===== src/rtl/fir_arb_pkg.sv =====
// fir_arb_pkg: shared types and constants for the two-requester FIR engine
// arbiter.
//   NREQ        - number of requesters (fixed at 2)
//   DW_DEF      - default sample width
//   TIMEOUT_DEF - default watchdog limit (used only with FIR_ARB_TIMEOUT_EN)
//   state_e     - arbiter FSM states
package fir_arb_pkg;

  localparam int NREQ        = 2;
  localparam int DW_DEF      = 32;
  localparam int TIMEOUT_DEF = 64;

  typedef enum logic {
    S_IDLE = 1'b0,
    S_WAIT = 1'b1
  } state_e;

endpackage


===== src/rtl/rr_arb2.sv =====
// rr_arb2: two-way round-robin winner select with its priority pointer.
// Ports:
//   clk, rst_n - clock, asynchronous active-low reset (pointer -> requester 0)
//   req        - pending requests
//   grant      - high on the cycle the winner is actually granted
//   win        - index of the selected requester (valid when req != 0)
module rr_arb2
  import fir_arb_pkg::*;
(
  input  logic            clk,
  input  logic            rst_n,
  input  logic [NREQ-1:0] req,
  input  logic            grant,
  output logic            win
);

  logic ptr_q;

  // The pointer only breaks ties, so a lone requester wins without moving it.
  always_comb begin
    win = 1'b0;
    if (req == 2'b11) begin
      win = ptr_q;
    end else if (req[1]) begin
      win = 1'b1;
    end
  end

  // After a contested grant the loser gets priority next time.
  always_ff @(posedge clk or negedge rst_n) begin
    if (!rst_n) begin
      ptr_q <= 1'b0;
    end else if (grant && (req == 2'b11)) begin
      ptr_q <= ~win;
    end
  end

endmodule


===== src/rtl/fir_arbiter.sv =====
// fir_arbiter: shares one FIR engine between two requesters.
// Each requester has a one-deep pending slot; a round-robin pick issues one
// transaction at a time to the engine and routes the result back.
// Ports:
//   clk, rst_n            - clock, asynchronous active-low reset
//   req_go[1:0]           - per-requester start pulse
//   req_data0, req_data1  - operands captured with req_go
//   req_done[1:0]         - per-requester completion pulse
//   req_out               - result, valid with req_done
//   eng_go, eng_data      - engine start pulse and held operand
//   eng_done, eng_out     - engine completion and result
//   busy                  - a transaction is outstanding
//   ovr_err[1:0]          - sticky: req_go while that requester still pending
// Optional feature (macro FIR_ARB_TIMEOUT_EN): an 8-bit watchdog abandons a
// transaction after TIMEOUT cycles, returning 0 and setting sticky
// timeout_err.
module fir_arbiter
  import fir_arb_pkg::*;
#(
  parameter int DW      = DW_DEF,
  parameter int TIMEOUT = TIMEOUT_DEF
) (
  input  logic                   clk,
  input  logic                   rst_n,
  input  logic [NREQ-1:0]        req_go,
  input  logic signed [DW-1:0]   req_data0,
  input  logic signed [DW-1:0]   req_data1,
  output logic [NREQ-1:0]        req_done,
  output logic signed [DW-1:0]   req_out,
  output logic                   eng_go,
  output logic signed [DW-1:0]   eng_data,
  input  logic                   eng_done,
  input  logic signed [DW-1:0]   eng_out,
  output logic                   busy,
  output logic [NREQ-1:0]        ovr_err
`ifdef FIR_ARB_TIMEOUT_EN
  ,
  output logic                   timeout_err
`endif
);

  if (TIMEOUT < 2 || TIMEOUT > 255) begin : g_bad_timeout
    $error("fir_arbiter: TIMEOUT must lie in 2..255");
  end

  state_e                state_q, state_d;
  logic [NREQ-1:0]       pend_q, pend_d;
  logic [NREQ-1:0]       clr, cap, ovr_set;
  logic signed [DW-1:0]  data0_q, data1_q;
  logic                  cur_q;
  logic                  grant, fin, fin_to, win;
  logic                  eng_go_q;
  logic signed [DW-1:0]  eng_data_q, req_out_q;
  logic [NREQ-1:0]       req_done_q, ovr_q;

  rr_arb2 u_rr (
    .clk   (clk),
    .rst_n (rst_n),
    .req   (pend_q),
    .grant (grant),
    .win   (win)
  );

`ifdef FIR_ARB_TIMEOUT_EN
  localparam logic [7:0] TO_LIM = 8'(TIMEOUT);
  logic [7:0] wdog_q;
  logic [7:0] wdog_nxt;
  logic       timeout_q;
  assign wdog_nxt = wdog_q + 8'd1;
`endif

  always_comb begin
    state_d = state_q;
    grant   = 1'b0;
    fin     = 1'b0;
    fin_to  = 1'b0;
    case (state_q)
      S_IDLE: begin
        // eng_done is deliberately not looked at here.
        if (|pend_q) begin
          grant   = 1'b1;
          state_d = S_WAIT;
        end
      end
      S_WAIT: begin
        if (eng_done) begin
          fin     = 1'b1;
          state_d = S_IDLE;
        end
`ifdef FIR_ARB_TIMEOUT_EN
        else if (wdog_nxt == TO_LIM) begin
          fin     = 1'b1;
          fin_to  = 1'b1;
          state_d = S_IDLE;
        end
`endif
      end
      default: state_d = S_IDLE;
    endcase
  end

  // A new req_go on the completing edge re-arms the slot instead of
  // counting as an overrun, because the old request is retiring right now.
  always_comb begin
    clr     = fin ? (cur_q ? 2'b10 : 2'b01) : 2'b00;
    cap     = req_go & (~pend_q | clr);
    ovr_set = req_go & pend_q & ~clr;
    pend_d  = (pend_q & ~clr) | req_go;
  end

  always_ff @(posedge clk or negedge rst_n) begin
    if (!rst_n) begin
      state_q    <= S_IDLE;
      pend_q     <= '0;
      cur_q      <= 1'b0;
      eng_go_q   <= 1'b0;
      eng_data_q <= '0;
      req_done_q <= '0;
      req_out_q  <= '0;
      ovr_q      <= '0;
    end else begin
      state_q    <= state_d;
      pend_q     <= pend_d;
      eng_go_q   <= grant;
      req_done_q <= clr;
      ovr_q      <= ovr_q | ovr_set;
      if (grant) begin
        eng_data_q <= win ? data1_q : data0_q;
        cur_q      <= win;
      end
      if (fin) begin
        req_out_q <= fin_to ? '0 : eng_out;
      end
    end
  end

  // Operand slots are pure data; their contents only matter while pending.
  always_ff @(posedge clk) begin
    if (cap[0]) data0_q <= req_data0;
    if (cap[1]) data1_q <= req_data1;
  end

`ifdef FIR_ARB_TIMEOUT_EN
  always_ff @(posedge clk or negedge rst_n) begin
    if (!rst_n) begin
      wdog_q    <= '0;
      timeout_q <= 1'b0;
    end else begin
      if (grant) begin
        wdog_q <= '0;
      end else if (state_q == S_WAIT) begin
        wdog_q <= wdog_nxt;
      end
      if (fin_to) timeout_q <= 1'b1;
    end
  end
  assign timeout_err = timeout_q;
`endif

  assign req_done = req_done_q;
  assign req_out  = req_out_q;
  assign eng_go   = eng_go_q;
  assign eng_data = eng_data_q;
  assign busy     = (state_q == S_WAIT);
  assign ovr_err  = ovr_q;

endmodule


===== config.mk =====
export PLATFORM = sky130hd
export DESIGN_NAME = fir_arbiter
export DESIGN_NICKNAME = d
export VERILOG_FILES = /design/src/rtl/fir_arb_pkg.sv /design/src/rtl/rr_arb2.sv /design/src/rtl/fir_arbiter.sv
export SDC_FILE = /design/constraint.sdc
export NUM_CORES = 1
export LEC_CHECK = 0
export BUFFER_PORTS_ARGS = -buffer_cell sky130_fd_sc_hd__buf_2
export CORE_MARGIN = 2
export CORE_UTILIZATION = 40
export CTS_CLUSTER_DIAMETER = 50
export DETAILED_ROUTE_END_ITERATION = 10
export GPL_ROUTABILITY_DRIVEN = 0
export PLACE_DENSITY = 0.65
export SYNTH_ARGS = -nofsm -noshare
export SYNTH_HDL_FRONTEND = slang
export SYNTH_SLANG_ARGS = --single-unit

===== constraint.sdc =====
create_clock -name clk -period 1.8 [get_ports clk]
set_input_delay 0.36 -clock clk [delete_from_list [all_inputs] [get_ports clk]]
set_output_delay 0.36 -clock clk [all_outputs]
set_load 0.02 [all_outputs]

==> results of run 1 <==
==> how the worst max path moves through the flow <==
| stage | slack [ns] | from | to |
|---|---|---|---|
| 4_1_cts | 0.28 | busy | data0_q[22] |
| 5_1_grt | 0.14 | busy | data0_q[22] |
| 6_report | 0.31 | busy | data0_q[26] |
| 2_1_floorplan | 0.02 | busy | data0_q[0] |
| 3_3_place_gp | 0.29 | eng_done | data0_q[2] |
| 3_5_place_dp | 0.24 | eng_done | data0_q[10] |
==> layer usage <==
metal / track usage (%) / part of all wire [%] / vias up
met5: 0 / 0.14 / -
li1: - / - / 1624
met3: 5.92 / 8.2 / 17
met2: 28.2 / 49 / 169
met1: 21.5 / 42 / 1684
met4: 6.82 / 1.5 / 2
==> cell usage in the layout (no fill, tap or decap) <==
| master | count |
|---|---|
| nand3_1 | 2 |
| o21bai_1 | 1 |
| clkbuf_16 | 18 |
| buf_4 | 13 |
| and2b_1 | 1 |
| nand2_2 | 1 |
| and2_2 | 2 |
| nor2_2 | 4 |
| clkinv_2 | 6 |
| nand2b_1 | 2 |
| buf_12 | 2 |
| o21bai_4 | 1 |
| clkinvlp_4 | 1 |
| dlygate4sd3_1 | 1 |
| o21ai_1 | 5 |
| inv_1 | 4 |
| a31o_2 | 1 |
| clkbuf_1 | 3 |
| a21oi_1 | 32 |
| edfxtp_1 | 64 |
| a32o_1 | 1 |
| o21ai_0 | 29 |
| xnor2_1 | 1 |
| bufinv_16 | 1 |
| nand2_1 | 2 |
| mux2_2 | 32 |
| inv_2 | 1 |
| a31oi_1 | 32 |
| dfrtp_1 | 74 |
| clkbuf_8 | 3 |
| buf_2 | 169 |
| nor2_1 | 29 |
==> cell families (layout without fill, tap and decap cells) <==
group                  count (synthesis)  count (layout)  synth area share, %
flip-flops                           138             138                 74.2
AO/OA/AOI/OAI                        102             102                 11.3
AND/OR/NAND/NOR                       43              43                 3.74
multiplexers                          32              32                 7.08
buffers and inverters                 28             222                 3.49
XOR/XNOR                               1               1                0.172
==> flip-flops by register name, summed over array words and instances (netlist names), 2 cells and up <==
signal	count
eng_data	32
req_out	32
data0_q	32
ovr_err	2
data1_q	32
pend_q	2
req_done	2
==> timing repair <==
item / CTS / global route
hold buffers: 1 / 0
resized for setup: 0 / 0
endpoints found under the hold margin: 29 / 0
endpoints found under the setup margin: 0 / 0
==> area by class of cell <==
class	instances	area, µm²
flip-flops and latches	138	3770
well taps	172	215
repair buffers	185	993
inverters	5	18.8
clock buffers	24	503
clock inverters	8	67.6
multi-input cells	178	1140
fillers	1086	5810
==> worst reg2reg max path, cell delays in order (launching register included) <==
cell and delay [ns]:
dfrtp_1 0.42, nand2_2 0.07, o21ai_0 0.26, and2_2 0.24, buf_12 0.20
==> power groups by stage <==
stage / clock network [mW] / registers [mW] / logic [mW]
after CTS: 3.35 / 4.93 / 4.38
after floorplan: 0 / 5.84 / 2.01
final: 3.27 / 4.92 / 4.32
after global placement: 0 / 4.93 / 4.26
after detailed placement: 0 / 4.97 / 4.36
after global routing: 3.50 / 5.04 / 4.74
==> stage by stage <==
stage | cell area (µm²) | hold slack (ns) | util [%]
after CTS | 6710 | 0.102 | 53.6
final | 6710 | 0.117 | 53.6
after detailed placement | 6130 | 0.326 | 49.0
after floorplan | 5090 | 0.0644 | -
after global routing | 6710 | 0.0992 | 53.6
after global placement | 6130 | 0.322 | 49.0
==> results.tsv, run 1 <==
stage	metric	value	unit
setup_path	crit_path_max_fanout	26	
setup_path	slowest_stage	dfrtp_1	
setup_path	critPathTopFamily	flip-flops	
grt	grt_start_max_net_pins	46	
setup_path	reg2reg_slack	0.31	ns
setup_path	cp.depth	4	
synthesis	synthCells	344	
placed_design	hpwl	8070	µm
setup_path	timing.rr.end	data0_q[26]	
power	total_power	12.5	mW
clock_tree	clk_path_buf_depth	2	
power	powerDensity	1870	nW/µm²
final_layout	num-nets-final	626	
clock_tree	clock-root-buffer	clkbuf_16	
clock_tree	cts.sinks	138	
synthesis	ys_warn_count	0	
synthesis	avgSynthCellArea	14.8	µm²
sta	hold_viol_final	0	
power	p_sw	4.45	mW
sta	final-setup-viol-count	0	
clock_tree	cts_setup_buffers	0	
sta	fmax	0.669	GHz
synthesis	netlist_area	5090	µm²
sta	slew_headroom	55.5	%
synthesis	synth-edff-count	64	
sta	fin_setup_tns	0	ns
synthesis	synth_top_area_cell	edfxtp_1	
status	status	complete, no violations	
run	cap_violations	0	
floorplanning	pin_count	171	
setup_path	cp-start-kind	flip-flop	
final_layout	drive_above_1_share	47.4	%
setup_path	worst_r2r_path_depth	4	
power	clockPowerShare	26.2	%
synthesis	synth_fp_nets	445	
placed_design	pre_cts_slack	0.244	ns
detailed_routing	wire_per_inst	16.3	µm
sta	fin_crit	1.49	ns
power	seqPwrFrac	39.3	%
floorplanning	die_w	117	µm
floorplanning	design.core.area	12500	µm²
power	vdd_drop_max	663	µV
detailed_routing	routed_wl	11600	µm
sta	worst_clock_skew	0.00563	ns
power	internal_power	8.06	mW
setup_path	cp_num_buf_inv	1	
synthesis	yosysUniqueCellTypes	25	
power	switching_share	35.6	%
sta	worst_slack	0.305	ns
detailed_routing	drc_errors	0	
synthesis	ys_async_sr_fraction	53.6	%
worst_hold_path	hold_start	req_data0[4]	
placed_design	place_inst	677	
grt	grt_pass1_vias	3417	
synthesis	synth_top_area_share	37.8	%
placed_design	port_buffers	170	
setup_path	worstPathCellList	nand2_2 -> o21ai_0 -> and2_2 -> buf_12	
final_layout	antenna_cells	0	
setup_path	cp.required	1.91	ns
detailed_routing	first_pass_iters	4	
power	p_leak	2.85	nW
worst_hold_path	min_delay_path_depth	1	
detailed_routing	dr_total_vias	3496	
synthesis	synthFlopType	dfrtp_1	
detailed_routing	drt_iter0_markers	150	
floorplanning	initial_utilization	40.6	%
grt	gr-total-overflow	0	
floorplanning	rows	41	
sta	rsz0062_at_grt	false	
synthesis	yosysSeqAreaShare	74.2	%
clock_tree	insertion_delay	0.41	ns
power	power_frac_comb	34.5	%
setup_path	crit_type	reg -> reg	
grt	grt_pass1_wl	17300	µm
clock_tree	htreeDepth	4	
synthesis	synth_common_cells	74 x dfrtp_1, 64 x edfxtp_1, 32 x a21oi_1, 32 x a31oi_1, 32 x mux2_2	
sta	worstMarginPinSlew	0.667	ns
setup_path	cp-end-kind	flip-flop	
setup_path	cpPeakStageDelay	0.42	ns
final_layout	finalNonFillerCells	710	
synthesis	synth_seq_cells	138	
setup_path	cp.arrival	1.61	ns
sta	slew_viol_final	0	
synthesis	post-synth-top-count-cell	dfrtp_1	
detailed_routing	drtAntennaViolNets	0	
floorplanning	die-area	13600	µm²
setup_path	r2r_start	busy	
grt	grtUsageTotal	17.4	%
clock_tree	cts_buffers	17	
clock_tree	cts_tree	built	
synthesis	synthTopCellsByArea	edfxtp_1 38%, dfrtp_1 36%, mux2_2 7.1%	
detailed_routing	via_per_inst	4.92	
final_layout	area_delta_synth_final	31.9	%
grt	antenna_found_initial	1	
sta	final.period_utilization	83.0	%
clock_tree	cts.reportedPaths.clkPinSlew	0.05	ns
worst_hold_path	min_path_type	in -> reg	
floorplanning	fp.dieH	117	µm
worst_hold_path	holdPathEnd	data0_q[4]	
Note: power is estimated with default switching activity, not from simulation.
==> run 2, diff against run 1 <==
--- a/config.mk
+++ b/config.mk
@@ -5,6 +5,7 @@
 export SDC_FILE = /design/constraint.sdc
 export NUM_CORES = 1
 export LEC_CHECK = 0
+export ABC_AREA = 1
 export BUFFER_PORTS_ARGS = -buffer_cell sky130_fd_sc_hd__buf_2
 export CORE_MARGIN = 2
 export CORE_UTILIZATION = 40
==> constraint.sdc (replaced) <==
create_clock -name clk -period 1.21 [get_ports clk]
set_input_delay 0.242 -clock clk [delete_from_list [all_inputs] [get_ports clk]]
set_output_delay 0.242 -clock clk [all_outputs]
set_load 0.02 [all_outputs]
==> run 2 against run 1 <==
  * Combinational power grew to 2.6 times the previous value
  * Wire length is 33% higher
  * Highest routed layer is now met4
  * The run now ends with negative setup slack left
  * Die area is 5.4% higher
  * Largest cell class unchanged
  * Maximum frequency is 3.4% higher
==> results.tsv, run 2 <==
stage	metric	value	unit	change
synthesis	synth_top_area_share	35.8	%	-2.0 points
worst_hold_path	hold_start	req_data1[4]		
final_layout	drive_above_1_share	38.9	%	-8.5 points
final_layout	finalNonFillerCells	996		+40%
sta	hold_viol_final	0		unchanged
sta	worst_slack	-0.236	ns	-0.541 ns
sta	final.period_utilization	119	%	+36 points
synthesis	ys_warn_count	0		unchanged
placed_design	pre_cts_slack	-0.177	ns	-0.421 ns
setup_path	cp-start-kind	flip-flop		
synthesis	netlist_area	5370	µm²	+5.6%
final_layout	final_common_cell	nand2_1		
sta	worst_clock_skew	0.00587	ns	+0.000239 ns
detailed_routing	via_per_inst	4.68		-5.0%
grt	grt_start_max_net_pins	35		-24%
synthesis	synth_top_area_cell	edfxtp_1		
synthesis	yosysSeqAreaShare	70.2	%	-4.0 points
placed_design	port_buffers	170		unchanged
sta	fin_crit	1.45	ns	-0.0488 ns
detailed_routing	routed_wl	15300	µm	+33%
final_layout	antenna_cells	0		unchanged
detailed_routing	drtAntennaViolNets	0		unchanged
synthesis	synthTopCellsByArea	edfxtp_1 36%, dfrtp_1 34%, nand2_1 11%		
synthesis	synthFlopType	dfrtp_1		
power	total_power	23.7	mW	+90%
final_layout	area_delta_synth_final	67.8	%	
synthesis	synth_fp_nets	613		+38%
clock_tree	clk_path_buf_depth	2		unchanged
detailed_routing	drt_iter0_markers	257		+71%
power	powerDensity	2630	nW/µm²	+41%
synthesis	ys_async_sr_fraction	53.6	%	unchanged
placed_design	hpwl	8730	µm	+8.2%
sta	worstMarginPinSlew	0.347	ns	-0.319 ns
floorplanning	pin_count	171		unchanged
clock_tree	insertion_delay	0.41	ns	about the same
sta	slew_headroom	76.8	%	+21 points
floorplanning	die-area	14400	µm²	+5.4%
clock_tree	clock-root-buffer	clkbuf_16		
power	vdd_drop_max	1140	µV	+73%
floorplanning	fp.dieH	120	µm	+2.7%
clock_tree	cts_tree	built		
clock_tree	cts_buffers	17		unchanged
synthesis	avgSynthCellArea	10.5	µm²	-29%
setup_path	cp.required	1.34	ns	-0.57 ns
setup_path	worst_r2r_path_depth	7		+3
sta	slew_viol_final	0		unchanged
synthesis	synth_common_cells	163 x nand2_1, 97 x nand3_1, 74 x dfrtp_1		
setup_path	cp.arrival	1.58	ns	-0.03 ns
floorplanning	initial_utilization	40.7	%	+0.099 points
setup_path	crit_type	reg -> reg		
final_layout	num-nets-final	908		+45%
setup_path	crit_path_max_fanout	6		-77%
setup_path	cp-end-kind	flip-flop		
clock_tree	cts.sinks	138		unchanged
status	violations	negative setup slack		
sta	rsz0062_at_grt	true		
detailed_routing	first_pass_iters	5		+1
sta	hold-worst-slack	0.0240	ns	-0.0927 ns
setup_path	crit_start	busy		
status	status	complete, but fails checks		
worst_hold_path	min_delay_path_depth	1		unchanged
clock_tree	cts.reportedPaths.clkPinSlew	0.05	ns	about the same
floorplanning	die_w	120	µm	+2.7%
sta	fmax	0.692	GHz	+3.4%
clock_tree	htreeDepth	4		unchanged
grt	gr-total-overflow	0		unchanged
synthesis	synth-edff-count	64		unchanged
setup_path	worstPathCellList	buf_6 -> nand2_8 -> o21ai_4 -> inv_2 -> nor2_4 -> buf_12 -> clkbuf_16		
grt	grt_pass1_wl	22200	µm	+28%
setup_path	cpPeakStageDelay	0.38	ns	-0.04 ns
power	p_leak	4.47	nW	+57%
final_layout	final_cell_mix	149 x nand2_1, 100 x buf_2, 80 x nand3_1, 73 x buf_6, 72 x dfrtp_1		
floorplanning	design.core.area	13200	µm²	+5.4%
detailed_routing	dr_total_vias	4661		+33%
floorplanning	rows	42		+2.4%
sta	fin_setup_tns	-19.28	ns	-19.28 ns
synthesis	synth_seq_cells	138		unchanged
grt	grtUsageTotal	20.5	%	+3.1 points
detailed_routing	wire_per_inst	15.4	µm	-5.5%
final_layout	nFillCells	906		-17%
detailed_routing	drc_errors	0		unchanged
placed_design	place_inst	858		+27%
synthesis	synthCells	512		+49%
setup_path	slowest_stage	dfrtp_2		
synthesis	yosysUniqueCellTypes	16		-36%
run	cap_violations	0		unchanged
grt	grt_pass1_vias	4544		+33%
setup_path	r2r_start	busy		
sta	final-setup-viol-count	106		+106
grt	antenna_found_initial	0		-1
synthesis	post-synth-top-count-cell	nand2_1		
worst_hold_path	min_path_type	in -> reg		
run 2: critical path: cells and delay by family (launching register included):
kind | cells | cell delay (ns)
buffers and inverters | 4 | 0.48
flip-flops | 1 | 0.38
AND/OR/NAND/NOR | 2 | 0.16
AO/OA/AOI/OAI | 1 | 0.14
run 2: what timing repair did:
action,CTS,global route
resized for setup,96,99
hold buffers,50,8
buffers inserted,22,21
hold endpoints to repair,69,8
gates cloned,4,6
setup endpoints to repair,142,202
pin swaps,0,11
run 2: metal layers:
| layer | vias to the layer above | wire length, µm | track usage, % |
|---|---|---|---|
| met5 | - | 0 | 0 |
| met4 | 0 | 376 | 8.38 |
| met3 | 33 | 1070 | 5.75 |
| met2 | 215 | 7770 | 33.8 |
| met1 | 2187 | 6110 | 25.4 |
| li1 | 2226 | - | - |
run 2: final cells by class:
cell class | count | area, µm² | share of cell area [%]
sequential | 138 | 3780 | 41.9
timing repair buffer | 303 | 2780 | 30.9
multi-input combinational | 275 | 1380 | 15.3
clock buffer | 27 | 557 | 6.18
inverter | 72 | 275 | 3.05
tap | 176 | 220 | 2.44
clock inverter | 5 | 27.5 | 0.305
run 2: logic make-up after synthesis:
group / share of synthesized area (%)
compound gates: 0.955
xor+xnor: 0.163
buf+inv: 7.59
flops: 70.2
simple gates: 21.1
run 2: per-stage QoR:
stage / util (%) / instance area [µm²]
floorplan: - / 5430
global placement: 50.6 / 6680
detailed placement: 50.6 / 6680
CTS: 63.5 / 8380
global route: 68.3 / 9010
finish: 68.3 / 9010
run 2: path summary, 6_finish.rpt:
| kind | end | slack, ns |
|---|---|---|
| setup reg to reg | data1_q[1] | -0.24 |
| hold reg to reg | req_out[30] | 0.49 |
| max in group asynchronous | eng_data[5] | 0.45 |
| hold / removal | data1_q[4] | 0.02 |
| setup / recovery | data1_q[1] | -0.24 |
| min in group asynchronous | req_out[24] | 0.28 |
run 2: report_power, final:
part           internal (mW)  switching, mW
registers               6.55           1.03
logic                   5.59           5.61
clock network           3.14           1.83
total                   15.3           8.47
